File: src/rtl/parking_pkg.sv
// Shared types and constants for the parking log recorder and its FIFO.
package parking_pkg;

    localparam int TIME_W   = 10;
    localparam int CAR_ID_W = 2;
    localparam int REC_W    = 13;

    localparam logic REC_TYPE_ENTRY = 1'b0;
    localparam logic REC_TYPE_COST  = 1'b1;

    localparam logic [2:0] CAR_SEL_1 = 3'b001;
    localparam logic [2:0] CAR_SEL_2 = 3'b010;
    localparam logic [2:0] CAR_SEL_3 = 3'b100;

    typedef struct packed {
        logic                rec_type;
        logic [CAR_ID_W-1:0] car_id;
        logic [TIME_W-1:0]   data;
    } rec_t;

    // One-hot car select to car id; anything that is not a clean one-hot maps to 0.
    function automatic logic [CAR_ID_W-1:0] encode_car(input logic [2:0] sel);
        logic [CAR_ID_W-1:0] id;
        case (sel)
            CAR_SEL_1: id = 2'd1;
            CAR_SEL_2: id = 2'd2;
            CAR_SEL_3: id = 2'd3;
            default:   id = 2'd0;
        endcase
        return id;
    endfunction

endpackage

File: src/rtl/parking_log_fifo.sv
// Generic circular FIFO with a registered read port. A pop of a non-empty FIFO
// presents the head record one cycle later with dout_vld high; dout holds its
// value otherwise. A push into a full FIFO is accepted only when a pop frees a
// slot in the same cycle, otherwise it is dropped and push_drop pulses.
module parking_log_fifo #(
    parameter int DEPTH  = 8,
    parameter int ADDR_W = 3,
    parameter int WIDTH  = 13
) (
    input  logic              clk,
    input  logic              reset,
    input  logic              push,
    input  logic              pop,
    input  logic [WIDTH-1:0]  din,
    output logic [WIDTH-1:0]  dout,
    output logic              dout_vld,
    output logic [ADDR_W:0]   count,
    output logic              full,
    output logic              empty,
    output logic              push_drop
);

    localparam logic [ADDR_W:0] CNT_FULL = (ADDR_W+1)'(DEPTH);

    logic [WIDTH-1:0]  mem_q [DEPTH];
    logic [ADDR_W-1:0] wr_ptr_q, wr_ptr_d;
    logic [ADDR_W-1:0] rd_ptr_q, rd_ptr_d;
    logic [ADDR_W:0]   count_q, count_d;
    logic [WIDTH-1:0]  dout_q, dout_d;
    logic              dout_vld_q, dout_vld_d;
    logic              pop_ok, push_ok;

    assign empty     = (count_q == '0);
    assign full      = (count_q == CNT_FULL);
    assign count     = count_q;
    assign dout      = dout_q;
    assign dout_vld  = dout_vld_q;

    // Decide which operations take effect and compute next pointers, count and read data.
    always_comb begin
        pop_ok     = pop & ~empty;
        push_ok    = push & (~full | pop_ok);
        push_drop  = push & ~push_ok;
        wr_ptr_d   = wr_ptr_q;
        rd_ptr_d   = rd_ptr_q;
        count_d    = count_q;
        dout_d     = dout_q;
        dout_vld_d = pop_ok;
        if (push_ok) begin
            wr_ptr_d = wr_ptr_q + 1'b1;
        end
        if (pop_ok) begin
            rd_ptr_d = rd_ptr_q + 1'b1;
            dout_d   = mem_q[rd_ptr_q];
        end
        case ({push_ok, pop_ok})
            2'b10:   count_d = count_q + 1'b1;
            2'b01:   count_d = count_q - 1'b1;
            default: count_d = count_q;
        endcase
    end

    // Control and read-port registers; reset empties the FIFO immediately.
    always_ff @(posedge clk or posedge reset) begin
        if (reset) begin
            wr_ptr_q   <= '0;
            rd_ptr_q   <= '0;
            count_q    <= '0;
            dout_q     <= '0;
            dout_vld_q <= 1'b0;
        end else begin
            wr_ptr_q   <= wr_ptr_d;
            rd_ptr_q   <= rd_ptr_d;
            count_q    <= count_d;
            dout_q     <= dout_d;
            dout_vld_q <= dout_vld_d;
        end
    end

    // Record storage; contents are meaningless outside the rd_ptr..wr_ptr window.
    always_ff @(posedge clk) begin
        if (push_ok) begin
            mem_q[wr_ptr_q] <= din;
        end
    end

endmodule

File: src/rtl/parking_log_recorder.sv
// Receives entry/cost strobes, turns each rising edge into one tagged record and
// queues it in the log FIFO. Detected events are registered for one cycle before
// the push; when both strobes rise together the cost record waits one more cycle
// in a pending slot so the entry record is logged first.
module parking_log_recorder
    import parking_pkg::*;
#(
    parameter int DEPTH  = 8,
    parameter int ADDR_W = 3,
    parameter int REV_W  = 16
) (
    input  logic              clk,
    input  logic              reset,
    input  logic              write_entry,
    input  logic              write_cost,
    input  logic [TIME_W-1:0] entry_time_in,
    input  logic [TIME_W-1:0] cost_in,
    input  logic [2:0]        car_sel,
    input  logic              rd_req,
    output logic              rd_valid,
    output logic              rd_type,
    output logic [1:0]        rd_car,
    output logic [9:0]        rd_data,
    output logic [ADDR_W:0]   count,
    output logic              empty,
    output logic              full,
    output logic              overflow,
    output logic [REV_W-1:0]  total_revenue,
    output logic [7:0]        exit_count
);

    function automatic logic [REV_W-1:0] sat_add(input logic [REV_W-1:0] acc,
                                                 input logic [TIME_W-1:0] inc);
        logic [REV_W:0] sum;
        sum = {1'b0, acc} + {{(REV_W+1-TIME_W){1'b0}}, inc};
        return sum[REV_W] ? {REV_W{1'b1}} : sum[REV_W-1:0];
    endfunction

    logic              entry_prev_q, entry_prev_d;
    logic              cost_prev_q, cost_prev_d;
    logic              stage_vld_q, stage_vld_d;
    rec_t              stage_rec_q, stage_rec_d;
    logic              pend_vld_q, pend_vld_d;
    rec_t              pend_rec_q, pend_rec_d;
    logic              overflow_q, overflow_d;
    logic [REV_W-1:0]  total_q, total_d;
    logic [7:0]        exit_q, exit_d;

    logic              entry_ev, cost_ev, pend_drop;
    logic [CAR_ID_W-1:0] car_id;
    rec_t              entry_rec, cost_rec;
    logic              fifo_push, fifo_drop;
    rec_t              fifo_din, fifo_dout;

    assign entry_ev  = write_entry & ~entry_prev_q;
    assign cost_ev   = write_cost & ~cost_prev_q;
    assign car_id    = encode_car(car_sel);
    assign entry_rec = '{rec_type: REC_TYPE_ENTRY, car_id: car_id, data: entry_time_in};
    assign cost_rec  = '{rec_type: REC_TYPE_COST,  car_id: car_id, data: cost_in};

    // Event capture, push selection, pending-slot management, overflow and revenue.
    always_comb begin
        entry_prev_d = write_entry;
        cost_prev_d  = write_cost;
        stage_vld_d  = entry_ev | cost_ev;
        stage_rec_d  = entry_ev ? entry_rec : cost_rec;

        // The staged record has priority; the pending cost drains on a free cycle.
        fifo_push    = stage_vld_q | pend_vld_q;
        fifo_din     = stage_vld_q ? stage_rec_q : pend_rec_q;
        pend_vld_d   = pend_vld_q & stage_vld_q;
        pend_rec_d   = pend_rec_q;
        pend_drop    = 1'b0;
        if (entry_ev & cost_ev) begin
            if (pend_vld_d) begin
                pend_drop = 1'b1;
            end else begin
                pend_vld_d = 1'b1;
                pend_rec_d = cost_rec;
            end
        end

        overflow_d = overflow_q | fifo_drop | pend_drop;

        // Revenue counts every cost event, whether or not its record fits.
        total_d = total_q;
        exit_d  = exit_q;
        if (cost_ev) begin
            total_d = sat_add(total_q, cost_in);
            exit_d  = exit_q + 8'd1;
        end
    end

    // State registers; reset clears history, staged/pending records and statistics.
    always_ff @(posedge clk or posedge reset) begin
        if (reset) begin
            entry_prev_q <= 1'b0;
            cost_prev_q  <= 1'b0;
            stage_vld_q  <= 1'b0;
            stage_rec_q  <= '0;
            pend_vld_q   <= 1'b0;
            pend_rec_q   <= '0;
            overflow_q   <= 1'b0;
            total_q      <= '0;
            exit_q       <= '0;
        end else begin
            entry_prev_q <= entry_prev_d;
            cost_prev_q  <= cost_prev_d;
            stage_vld_q  <= stage_vld_d;
            stage_rec_q  <= stage_rec_d;
            pend_vld_q   <= pend_vld_d;
            pend_rec_q   <= pend_rec_d;
            overflow_q   <= overflow_d;
            total_q      <= total_d;
            exit_q       <= exit_d;
        end
    end

    parking_log_fifo #(
        .DEPTH  (DEPTH),
        .ADDR_W (ADDR_W),
        .WIDTH  (REC_W)
    ) u_fifo (
        .clk       (clk),
        .reset     (reset),
        .push      (fifo_push),
        .pop       (rd_req),
        .din       (fifo_din),
        .dout      (fifo_dout),
        .dout_vld  (rd_valid),
        .count     (count),
        .full      (full),
        .empty     (empty),
        .push_drop (fifo_drop)
    );

    assign rd_type       = fifo_dout.rec_type;
    assign rd_car        = fifo_dout.car_id;
    assign rd_data       = fifo_dout.data;
    assign overflow      = overflow_q;
    assign total_revenue = total_q;
    assign exit_count    = exit_q;

endmodule

File: config.mk
export PLATFORM = sky130hd
export DESIGN_NAME = parking_log_recorder
export DESIGN_NICKNAME = d
export VERILOG_FILES = /design/src/rtl/parking_pkg.sv /design/src/rtl/parking_log_fifo.sv /design/src/rtl/parking_log_recorder.sv
export SDC_FILE = /design/constraint.sdc
export NUM_CORES = 1
export LEC_CHECK = 0
export ABC_AREA = 1
export CAP_MARGIN = 15
export CELL_PAD_IN_SITES_DETAIL_PLACEMENT = 2
export CELL_PAD_IN_SITES_GLOBAL_PLACEMENT = 2
export CORE_MARGIN = 2
export CORE_UTILIZATION = 42
export CTS_BUF_LIST = sky130_fd_sc_hd__clkbuf_8
export CTS_CLUSTER_DIAMETER = 60
export DETAILED_ROUTE_END_ITERATION = 7
export GPL_TIMING_DRIVEN = 0
export PLACE_DENSITY = 0.95
export SYNTH_ARGS = -nofsm -noshare
export SYNTH_HDL_FRONTEND = slang
export SYNTH_HIERARCHICAL = 1
export SYNTH_SLANG_ARGS = --single-unit
File: constraint.sdc
create_clock -name clk -period 4.6 [get_ports clk]
set_input_delay 0.92 -clock clk [delete_from_list [all_inputs] [get_ports clk]]
set_output_delay 0.92 -clock clk [all_outputs]
set_load 0.03 [all_outputs]
# After elaboration in Yosys (flattened, before gate mapping)
# Memory sizes are Yosys's and may differ from the RTL's. A register that Yosys moved wholly into a read port is not among the register bits.
# Index checks and enable logic that the tools add are counted.
# totals
ram_bits,104
n_memories,1
reg_bits,66
word_cells,61
# mem_list
name,words,width,rd,rd_clocked_by_memory_dff,wr,line,source
u_fifo.mem_q,8,13,1,1,1,parking_log_fifo.sv:25,logic [WIDTH-1:0] mem_q [DEPTH];
# op_classes
reduce_logical,3
muxes,10
n_bitwise,18
n_eq_ne,6
n_addsub,6
# ops
operator,count
$mux 13,2
$add 16x10->17,1
$mux 16,1
$add 8x1->8 const B,1
$pmux 4 s2,1
$and 1x1->1,7
$add 3x1->3 const B,2
$not 1->1,6
$pmux 2 s3,1
$mux 1,5
$or 1x1->1,5
$add 4x1->4 const B,1
$eq 4x4->1 const B,1
$logic_not 4->1,1
$sub 4x1->4 const B,1
$eq 3x1->1 const B,1
$eq 3x2->1 const B,1
$eq 3x3->1 const B,1
$eq 2x1->1 const B,1
$eq 2x2->1 const B,1
$reduce_and 2->1,1
$reduce_bool 2->1,1

# Longest topological paths before layout
# Gate-level depths: netlist of run 1.
# logic_depth
depth_word,9
depth_mapped,13
depth_no_buf,13

# Modules after synthesis
# The synthesis of run 1 kept the hierarchy.
# by_module_without_submodules
module,cells_each,n_inst,area_each_um2,seq_area_each_um2
parking_log_fifo,419,1,5210.0,3723.6
parking_log_recorder,397,1,3103.0,1376.3

# Worst setup path before layout of run 1
# Ideal clock, no wire load.
# synth_timing
path_kind,input to register
from,input port cost_in[0]
to,register total_q[3] (netlist: total_revenue[3])
cell_stages,10
slack_ns,2.239
t_required_ns,4.482
t_arrival_ns,2.243
cell_sequence,ha_1 > fa_1 > nand2_1 > nand3_2 > nand3_2 > nand2_2 > nand2_1 > nand3_2 > o21bai_1 > inv_1
# synth_via
elab_chain_cells,2
# synth_rtl
element,line,source
"start, declared",parking_log_recorder.sv:17,"input logic [TIME_W-1:0] cost_in,"
$add 16x10->17,parking_log_recorder.sv:35,"sum = {1'b0, acc} + {{(REV_W+1-TIME_W){1'b0}}, inc};"
$mux 16,parking_log_recorder.sv:36,return sum[REV_W] ? {REV_W{1'b1}} : sum[REV_W-1:0];
"end signal, assigned",parking_log_recorder.sv:114,total_q <= total_d;
"end, declared",parking_log_recorder.sv:46,"logic [REV_W-1:0] total_q, total_d;"
# Every way passes these cells.
# A chain may end at the register's enable or synchronous reset.

# Worst setup path after layout of run 1
# layout_timing
from,register u_fifo.count_q[0] (netlist: u_fifo/count[0])
to,output port full
# layout_via
elab_chain_cells,1
# layout_rtl
element,line,source
"start, declared",parking_log_fifo.sv:28,"logic [ADDR_W:0] count_q, count_d;"
"start signal, assigned",parking_log_fifo.sv:74,count_q <= count_d;
$eq 4x4->1,parking_log_fifo.sv:34,assign full = (count_q == CNT_FULL);
"end, declared",parking_log_recorder.sv:26,"output logic full,"
# Every way passes these cells.

==> impl_metrics.yaml, run 1 <==
worst_hold_path:
  timing.hold.worst.class: "flop to flop"
setup_path:
  worstPathArrival_ns: 2.13
  criticalPathCategory: "flop to output pin"
  cp_max_fo: 5
  cp-end-kind: "output pin"
  crit_required_ns: 3.68
  worst-r2r-setup-slack_ns: 2.10
  startpoint_type: "flop"
  crit_path_cell_trace: "nor2_2 -> nand3_1 -> inv_2 -> clkdlybuf4s50_1"
  path_delay_family: "buffers and inverters"
  crit_buf_inv: 2
  critical_path.slowest_cell: "sky130_fd_sc_hd__clkdlybuf4s50_1"
  worst_path_largest_cell_delay_ns: 0.68
clocking:
  cts_buffer_depth: 2
  clock_latency_ns: 0.47
  cts_hold_buf: 0
  ctsHtreeMaxLevel: 4
  post_cts_resize_count: 0
  postCtsSetupBuffers: 0
  clock_tree.root_cell: "sky130_fd_sc_hd__clkbuf_8"
  tritoncts: "built"
  clk_pin_slew_worst_paths_ns: 0.09
  clock_sink_count: 183
  numCtsBuffers: 17
run_status:
  run_status: "complete, no violations"
layout:
  filler_cell_count: 2009
  post_route_cells_drive_above_1_share_pct: 11.40
  finalCoreUtilization_pct: 50.85
  total_inserted_antenna_cells: 0
  multi_input_area_um2: 2754
  final-seq-area_um2: 5100
  final_nets: 962
  area_growth_syn_to_layout_pct: 19.05
drt:
  vias_per_cell: 5.472
  drt-pass1-iter-count: 4
  drc_marker_count_from_the_first_detailed_route_iteration: 348
  dr_total_vias: 6539
  remaining_drc_errors: 0
  postRouteWirelength_mm: 29.03
  post_drt_wl_per_cell_um: 24.29
  route.antenna.remaining_nets: 0
placed_design:
  routability_driven_placement_congestion_ratio: 0.8419
  portBuffers: 72
  dpl.hpwl_mm: 20.33
yosys:
  synth_sequential_area_ratio_pct: 61.35
  synth-edff-count: 104
  yosys.area.top_type_share_pct: 37.57
  postSynthNetCount: 861
  synth_top_family_by_area: "simple AND/OR/NAND/NOR gates"
  flip_flop_cell_with_the_highest_count_after_synthesis: "sky130_fd_sc_hd__edfxtp_1"
  synth_cell_types: 42
  compound_gate_portion_of_the_synthesized_area_pct: 8.173
  flip_flop_and_latch_count_after_synthesis: 183
  yosys.area_share.xor_xnor_pct: 1.896
  mappedNetlistArea_um2: 8313
  yosys.area_share.adder_pct: 2.739
  netlist.top_cell.by_area: "sky130_fd_sc_hd__edfxtp_1"
  multiplexer_share_of_the_synthesized_area_pct: 0.8128
  yosysWarningCount: 6
  netlist_top_cells_area: "sky130_fd_sc_hd__edfxtp_1, sky130_fd_sc_hd__dfrtp_1, sky130_fd_sc_hd__nand2_1"
  syn-mean-instance-area_um2: 10.19
  post_synth_and_or_nand_nor_area_fraction_pct: 19.51
  synthArstFlopShare_pct: 43.17
  synth_cells: 816
timing:
  fraction_of_the_cycle_the_final_worst_path_needs_pct: 66.23
  worst_pin_slew_ns: 1.166
  post-route-min-period_ns: 3.046
  final_max_slew_viol_count: 0
  max_slew_margin_pct: 21.82
  largest_clock_skew_in_the_final_design_ns: 0.01395
  setup_repair_after_global_routing_missed_its_margin: "no"
  setup_viol: 0
  timing_hold_violations_final: 0
  achievable-frequency_ghz: 0.3283
  setup_total_negative_slack_ns: 0
pwr:
  vdd_ir_drop_max_uv: 295.6
  static_power_due_to_leakage_nw: 4.087
  cellPowerDensity_nw_per_um2: 656.7
global_routing:
  grt_first_pass_wirelength_mm: 44.20
  grt.overflow.total: 0
  grt_start_max_net_pins: 30
  grt_antenna_before_repair: 0
  grt_pass1_vias: 7481
  grt_use_total_pct: 28.97
floorplan:
  boundaryPins: 73
  die_y_um: 144.7
  floorplan.die_area_um2: 20930
  floorplan.core_area_um2: 19460
  start_util_pct: 42.71
  die_width_um: 144.7
  standard_cell_row_count: 51
run:
  max_cap_violations: 0
-- synthesized netlist by cell type, types with 2 or more instances --
cell / instances
sky130_fd_sc_hd__o21ai_1: 14
sky130_fd_sc_hd__buf_2: 16
sky130_fd_sc_hd__ha_1: 15
sky130_fd_sc_hd__edfxtp_1: 104
sky130_fd_sc_hd__nand3_2: 5
sky130_fd_sc_hd__mux2_2: 6
sky130_fd_sc_hd__clkbuf_1: 8
sky130_fd_sc_hd__nor3_1: 3
sky130_fd_sc_hd__fa_1: 2
sky130_fd_sc_hd__o21bai_1: 2
sky130_fd_sc_hd__nor2_2: 3
sky130_fd_sc_hd__inv_2: 4
sky130_fd_sc_hd__nand2_1: 160
sky130_fd_sc_hd__nand3b_1: 2
sky130_fd_sc_hd__nor2_1: 127
sky130_fd_sc_hd__nor3_2: 6
sky130_fd_sc_hd__or2_2: 2
sky130_fd_sc_hd__inv_1: 70
sky130_fd_sc_hd__or2_0: 2
sky130_fd_sc_hd__a21oi_1: 9
sky130_fd_sc_hd__o21ai_0: 62
sky130_fd_sc_hd__nand2_4: 3
sky130_fd_sc_hd__nand2_2: 6
sky130_fd_sc_hd__buf_6: 3
sky130_fd_sc_hd__nand4_1: 3
sky130_fd_sc_hd__nand3_1: 41
sky130_fd_sc_hd__a21oi_2: 2
sky130_fd_sc_hd__xnor2_1: 6
sky130_fd_sc_hd__o211ai_1: 26
sky130_fd_sc_hd__dfrtp_1: 79
sky130_fd_sc_hd__xor2_1: 12
sky130_fd_sc_hd__o22ai_1: 3
-- stage by stage --
step / cells / instance area, um2 / setup slack [ns] / total power [mW] / hold slack [ns]
4_1_cts: 1188 / 9829 / 1.536 / 6.484 / 0.4893
6_report: 1195 / 9897 / 1.554 / 6.499 / 0.4849
5_1_grt: 1195 / 9897 / 1.475 / 6.856 / 0.5228
2_1_floorplan: 816 / 8313 / 2.239 / 4.066 / 0.4194
3_3_place_gp: 1153 / 9365 / 1.240 / 4.893 / 0.4290
3_5_place_dp: 1156 / 9404 / 1.284 / 5.224 / 0.4648
-- layout make-up --
type	instances	area share, %
sequential	183	51.53
multi-input combinational	528	27.83
timing repair buffer	82	8.357
tap	265	3.350
inverter	76	2.958
clock buffer	17	2.364
clock inverter	15	1.934
buffer	29	1.681
-- final timing paths --
| check | start | to | cells past startpoint |
|---|---|---|---|
| worst max-delay path | u_fifo/count[0] | full | 4 |
| worst min-delay path | u_fifo/dout[1] | u_fifo/dout[1] | 2 |
| worst max register to register | u_fifo/count[2] | u_fifo/mem_q[6][3] | 8 |
| worst min register to register | u_fifo/dout[1] | u_fifo/dout[1] | 2 |
| max in group asynchronous | reset | u_fifo/dout[9] | 2 |
| min in group asynchronous | reset | total_revenue[11] | 2 |
-- cells in the final DEF, fill, tap and decap left out, drive strengths merged --
cell / n
and2: 1
nand2: 169
o22ai: 3
edfxtp: 104
nor4: 1
ha: 15
bufinv: 3
clkinv: 3
clkdlybuf4s50: 72
nand3: 47
o211ai: 26
nor2: 131
xnor2: 6
or2: 5
mux2: 6
nor3: 9
nand4: 3
dfrtp: 79
o21ai: 76
a21oi: 11
o31ai: 1
buf: 29
xor2: 12
nand3b: 2
clkbuf: 27
inv: 82
o21bai: 2
clkinvlp: 3
fa: 2
-- tightest hold or removal path: cells and delay by family, from the launching register on --
family,cells,cell delay [ns]
simple gates,2,0.10
flops,1,0.35
-- cells by family (layout without fill, tap and decap cells) --
family                   count (synthesis)  in the layout
AND/OR/NAND/NOR                        368            368
XOR/XNOR                                18             18
multiplexers                             6              6
adder cells (fa/ha/maj)                 17             17
flip-flops                             183            183
AO/OA/AOI/OAI                          119            119
buffers and inverters                  105            219
-- power by group --
part	total (mW)	leakage (nW)	switching, mW	internal (mW)
combinational	2.88	1.99	1.95	0.932
sequential	2.42	1.89	0.270	2.15
clock	1.19	0.209	0.643	0.551
total	6.50	4.09	2.87	3.63
-- metal layers --
metal | global-route usage, % | share of wire (%) | vias to the layer above
li1 | - | - | 2914
met1 | 33.49 | 40 | 3386
met2 | 53.16 | 54 | 183
met3 | 4.837 | 3.4 | 56
met4 | 12.11 | 3.0 | 0
met5 | 0 | 0 | -
-- sequential cells by signal (all words and copies together), names as in the netlist, 4 cells and up --
| register | flops |
|---|---|
| exit_count | 8 |
| pend_rec_q | 13 |
| u_fifo/count | 4 |
| u_fifo/mem_q | 104 |
| stage_rec_q | 13 |
| u_fifo/dout | 13 |
| total_revenue | 16 |
Note: power is estimated with default switching activity, not from simulation.
==> run 2, diff against run 1 <==
- CORE_UTILIZATION: 42 -> 35
- PLACE_DENSITY: 0.95 -> 0.87
- clock period: 4.6 -> 2.5 ns (I/O delays scaled with it)
==> run 2 against run 1 <==
Core utilization fell by 8.5 points. Largest power group unchanged. Worst hold slack worse by 0.11 ns. Global-route usage fell by 8.3 points. Clock skew grew 0.0024 ns. Power is 76% higher. Design area is essentially flat. Largest cell class unchanged. Combinational power rose by 73%.
==> impl_metrics.yaml, run 2 (synthesis results as in run 1) <==
timing:
  max_slew_margin_pct: 24.80
  fraction_of_the_cycle_the_final_worst_path_needs_pct: 95.30
  worst_pin_slew_ns: 1.116
  setup_total_negative_slack_ns: 0
  timing_hold_violations_final: 0
  finalHoldWorstSlack_ns: 0.3749
  achievable-frequency_ghz: 0.4197
  post-route-min-period_ns: 2.383
  setup_viol: 0
  final_max_slew_viol_count: 0
  largest_clock_skew_in_the_final_design_ns: 0.01631
  setup_repair_after_global_routing_missed_its_margin: "no"
clocking:
  ctsHtreeMaxLevel: 4
  clock_latency_ns: 0.46
  cts_hold_buf: 0
  post_cts_resize_count: 2
  clk_pin_slew_worst_paths_ns: 0.09
  clock_sink_count: 183
  cts_buffer_depth: 2
  tritoncts: "built"
  postCtsSetupBuffers: 0
  numCtsBuffers: 17
  clock_tree.root_cell: "sky130_fd_sc_hd__clkbuf_8"
drt:
  drt-pass1-iter-count: 4
  post_drt_wl_per_cell_um: 19.59
  drc_marker_count_from_the_first_detailed_route_iteration: 290
  postRouteWirelength_mm: 24.40
  remaining_drc_errors: 0
  vias_per_cell: 4.945
  route.antenna.remaining_nets: 0
  dr_total_vias: 6156
pwr:
  vdd_ir_drop_max_uv: 507.8
  cellPowerDensity_nw_per_um2: 1154
  static_power_due_to_leakage_nw: 4.089
global_routing:
  grt_antenna_before_repair: 0
  grt_start_max_net_pins: 41
  grt.overflow.total: 0
  grt_first_pass_wirelength_mm: 38.81
  grt_pass1_vias: 7106
  grt_use_total_pct: 20.63
setup_path:
  crit_path_cell_trace: "nor2_2 -> nand2_1 -> inv_1 -> clkdlybuf4s50_1"
  ff2ff_path_depth: 7
  crit_required_ns: 2.00
  critPathLaunch: "u_fifo/count[0]"
  criticalPathCategory: "flop to output pin"
  cp-endpoint: "empty"
  worstPathArrival_ns: 1.88
  worst-r2r-setup-slack_ns: 0.18
  worst_r2r_endpoint: "u_fifo/mem_q[1][4]"
  critical_path.slowest_cell: "sky130_fd_sc_hd__clkdlybuf4s50_1"
  startpoint_type: "flop"
  worst_path_largest_cell_delay_ns: 0.66
  cp-end-kind: "output pin"
  regToRegStartpoint: "u_fifo/count[1]"
  cp_max_fo: 5
layout:
  finalCoreUtilization_pct: 42.33
  area_growth_syn_to_layout_pct: 19.16
  largest_register_ff_count: 104
  layout.cells.non_filler: 1245
  final_nets: 958
  filler_cell_count: 2570
  final_common_cell: "sky130_fd_sc_hd__nand2_1"
  mostFrequentLayoutCells: "sky130_fd_sc_hd__nand2_1, sky130_fd_sc_hd__nor2_1, sky130_fd_sc_hd__edfxtp_1"
  max_flop_register: "u_fifo/mem_q"
  post_route_cells_drive_above_1_share_pct: 10.58
  total_inserted_antenna_cells: 0
placed_design:
  place_inst: 1211
  dpl.hpwl_mm: 18.24
  routability_driven_placement_congestion_ratio: 0.8333
  portBuffers: 72
floorplan:
  floorplan.die_area_um2: 25000
  start_util_pct: 35.52
  standard_cell_row_count: 56
  floorplan.core_area_um2: 23400
  die_y_um: 158.1
  boundaryPins: 73
  die_width_um: 158.1
run:
  max_cap_violations: 0
run_status:
  run_status: "complete, no violations"
worst_hold_path:
  timing.hold.worst.class: "input pin to asynchronous set/reset pin"
[run 2: metal layers]
metal | track usage, % | vias to the layer above | routed length (um) | part of all wire (%)
met5 | 0 | - | 0 | 0
met4 | 5.620 | 0 | 207 | 0.85
met3 | 2.382 | 15 | 452 | 1.9
met2 | 39.46 | 98 | 13500 | 55
met1 | 24.28 | 3134 | 10240 | 42
li1 | - | 2909 | - | -
[run 2: area by class of cell]
cell class              instances  area (um2)  share of cell area [%]
flip-flops and latches        183        5100                   51.48
multi-input cells             528        2763                   27.89
repair buffers                 78       788.3                   7.958
well taps                     319       399.1                   4.029
inverters                      76       292.8                   2.956
clock buffers                  18       247.7                   2.501
plain buffers                  29       166.4                   1.680
clock inverters                14       148.9                   1.503
[run 2: worst min path at each step]
| stage | to | cells after the start | from | slack (ns) |
|---|---|---|---|---|
| after floorplan | pend_rec_q[12] | 2 | pend_rec_q[12] | 0.42 |
| after global placement | pend_rec_q[12] | 2 | pend_rec_q[12] | 0.43 |
| after detailed placement | u_fifo/dout[8] | 2 | u_fifo/dout[8] | 0.47 |
| after CTS | stage_rec_q[0] | 2 | reset | 0.37 |
| after global routing | overflow | 2 | reset | 0.40 |
| final | overflow | 2 | reset | 0.37 |
[run 2: metrics by stage]
step	worst slack [ns]	power, mW	cell area (um2)
global placement	-0.5702	9.039	9433
CTS	0.008844	11.54	9884
finish	0.1174	11.44	9906
detailed placement	-0.4403	9.435	9483
floorplan	0.3822	7.481	8313
global route	0.009692	12.19	9906
[run 2: worst max-delay path, delay by kind of cell (launching register included)]
family                 cells  cell delay [ns]
and+or+nand+nor            2             0.25
buffers and inverters      2             0.72
DFF                        1             0.46
[run 2: power breakdown]
part | leakage (nW) | switching [mW] | internal [mW]
clock network | 0.224 | 1.05 | 0.996
logic | 1.97 | 3.29 | 1.69
registers | 1.89 | 0.445 | 3.96
==> run 3, diff against run 2 <==
- CORE_UTILIZATION: 35 -> 34
- CTS_BUF_LIST: sky130_fd_sc_hd__clkbuf_8 -> default
- PLACE_DENSITY: 0.87 -> 0.85
==> run 3 against run 2 <==
Die area increased by 2.9%. Worst hold slack improved by 0.046 ns. Design area increased by 3.1%. Core utilization decreased by 0.093 points. First-iteration DRC count increased by 1.4%. Sequential cell count unchanged. Clock power increased by 48%. Power increased by 9.3%. Count of clock-buffer cells in the layout increased by 1. Critical path depth unchanged. Critical path type unchanged. Largest power group unchanged. Highest routed layer unchanged.
==> impl_metrics.yaml, run 3 (synthesis results as in run 1) <==
run_status:
  run_status: "complete, no violations"
clocking:
  clock_sink_count: 183
  clk_pin_slew_worst_paths_ns: 0.07
  cts_hold_buf: 0
  tritoncts: "built"
  ctsHtreeMaxLevel: 4
  clock_latency_ns: 0.43
  postCtsSetupBuffers: 0
  numCtsBuffers: 17
  cts_buffer_depth: 2
  clock_tree.root_cell: "sky130_fd_sc_hd__clkbuf_16"
global_routing:
  grt_first_pass_wirelength_mm: 39.91
  grt_start_max_net_pins: 40
  grt_use_total_pct: 20.24
  grt.overflow.total: 0
  grt_pass1_vias: 7138
  grt_antenna_before_repair: 0
drt:
  drc_marker_count_from_the_first_detailed_route_iteration: 294
  vias_per_cell: 4.995
  post_drt_wl_per_cell_um: 20.15
  dr_total_vias: 6249
  postRouteWirelength_mm: 25.21
  route.antenna.remaining_nets: 0
  drt-pass1-iter-count: 4
  remaining_drc_errors: 0
timing:
  setup_viol: 0
  worst_pin_slew_ns: 1.161
  max_slew_margin_pct: 21.75
  finalHoldWorstSlack_ns: 0.4211
  setup_repair_after_global_routing_missed_its_margin: "no"
  largest_clock_skew_in_the_final_design_ns: 0.007237
  final_max_slew_viol_count: 0
  timing_hold_violations_final: 0
  post-route-min-period_ns: 2.372
  fraction_of_the_cycle_the_final_worst_path_needs_pct: 94.87
  achievable-frequency_ghz: 0.4216
  setup_total_negative_slack_ns: 0
setup_path:
  ff2ff_path_depth: 8
  cp-end-kind: "output pin"
  cp_max_fo: 5
  regToRegStartpoint: "u_fifo/count[0]"
  criticalPathCategory: "flop to output pin"
  worstPathArrival_ns: 1.87
  startpoint_type: "flop"
  crit_required_ns: 2.00
  worst_r2r_endpoint: "u_fifo/mem_q[6][5]"
  worst-r2r-setup-slack_ns: 0.13
placed_design:
  portBuffers: 72
  place_inst: 1217
  routability_driven_placement_congestion_ratio: 0.8143
  dpl.hpwl_mm: 18.42
layout:
  total_inserted_antenna_cells: 0
  post_route_cells_drive_above_1_share_pct: 11.22
  layout.cells.non_filler: 1251
  area_growth_syn_to_layout_pct: 22.83
  largest_register_ff_count: 104
  final_nets: 959
  max_flop_register: "u_fifo/mem_q"
  mostFrequentLayoutCells: "sky130_fd_sc_hd__nand2_1, sky130_fd_sc_hd__nor2_1, sky130_fd_sc_hd__edfxtp_1"
  final_common_cell: "sky130_fd_sc_hd__nand2_1"
pwr:
  cellPowerDensity_nw_per_um2: 1225
  vdd_ir_drop_max_uv: 457.1
  static_power_due_to_leakage_nw: 4.202
floorplan:
  die_width_um: 160.4
  floorplan.die_area_um2: 25720
  die_y_um: 160.4
  start_util_pct: 34.38
  boundaryPins: 73
  floorplan.core_area_um2: 24180
  standard_cell_row_count: 57
worst_hold_path:
  timing.hold.worst.class: "input pin to asynchronous set/reset pin"
run:
  max_cap_violations: 0
[run 3: worst max-delay path by stage]
stage | depth (start not counted) | from | to
final | 4 | u_fifo/count[0] | empty
after global routing | 8 | u_fifo/count[0] | u_fifo/mem_q[6][7]
after CTS | 7 | u_fifo/count[0] | u_fifo/mem_q[2][9]
after detailed placement | 6 | rd_req | u_fifo/mem_q[0][8]
after global placement | 2 | reset | exit_count[5]
after floorplan | 6 | u_fifo/count[0] | u_fifo/mem_q[0][0]
[run 3: repair_timing]
action / in CTS / in global routing
gates cloned: 0 / 0
resized for setup: 2 / 4
endpoints found under the setup margin: 14 / 31
[run 3: metal layers]
| layer | global-route usage (%) | share of wire, % | vias to the layer above |
|---|---|---|---|
| li1 | - | - | 2910 |
| met1 | 23.46 | 40 | 3194 |
| met4 | 5.733 | 1.6 | 0 |
| met3 | 3.202 | 3.4 | 30 |
| met5 | 0 | 0 | - |
| met2 | 38.51 | 55 | 115 |
[run 3: report_power, final]
group	switching (mW)	leakage [nW]	internal (mW)
logic	3.37	1.99	1.70
registers	0.442	1.89	3.96
clock network	1.19	0.323	1.84
[run 3: area by class of cell]
class                   count  area, um2
multi-input cells         528       2783
flip-flops and latches    183       5100
well taps                 324      405.4
clock buffers              19      452.9
plain buffers              29      166.4
inverters                  76      292.8
repair buffers             79      797.0
clock inverters            13      214.0
fillers                  2552      13970
[run 3: critical path: stages, from the launching register on]
cell                              delay, ns
sky130_fd_sc_hd__dfrtp_1               0.45
sky130_fd_sc_hd__nor2_2                0.15
sky130_fd_sc_hd__nand2_1               0.10
sky130_fd_sc_hd__inv_1                 0.07
sky130_fd_sc_hd__clkdlybuf4s50_1       0.66
[run 3: stage by stage]
stage / setup WS [ns] / instance area [um2] / utilization [%] / total power [mW]
2_1_floorplan: 0.3822 / 8313 / - / 7.481
3_3_place_gp: -0.5409 / 9439 / 39.04 / 9.055
3_5_place_dp: -0.3577 / 9504 / 39.31 / 9.440
4_1_cts: 0.01813 / 10170 / 42.07 / 12.57
5_1_grt: 0.009120 / 10210 / 42.23 / 13.30
6_report: 0.1282 / 10210 / 42.23 / 12.51
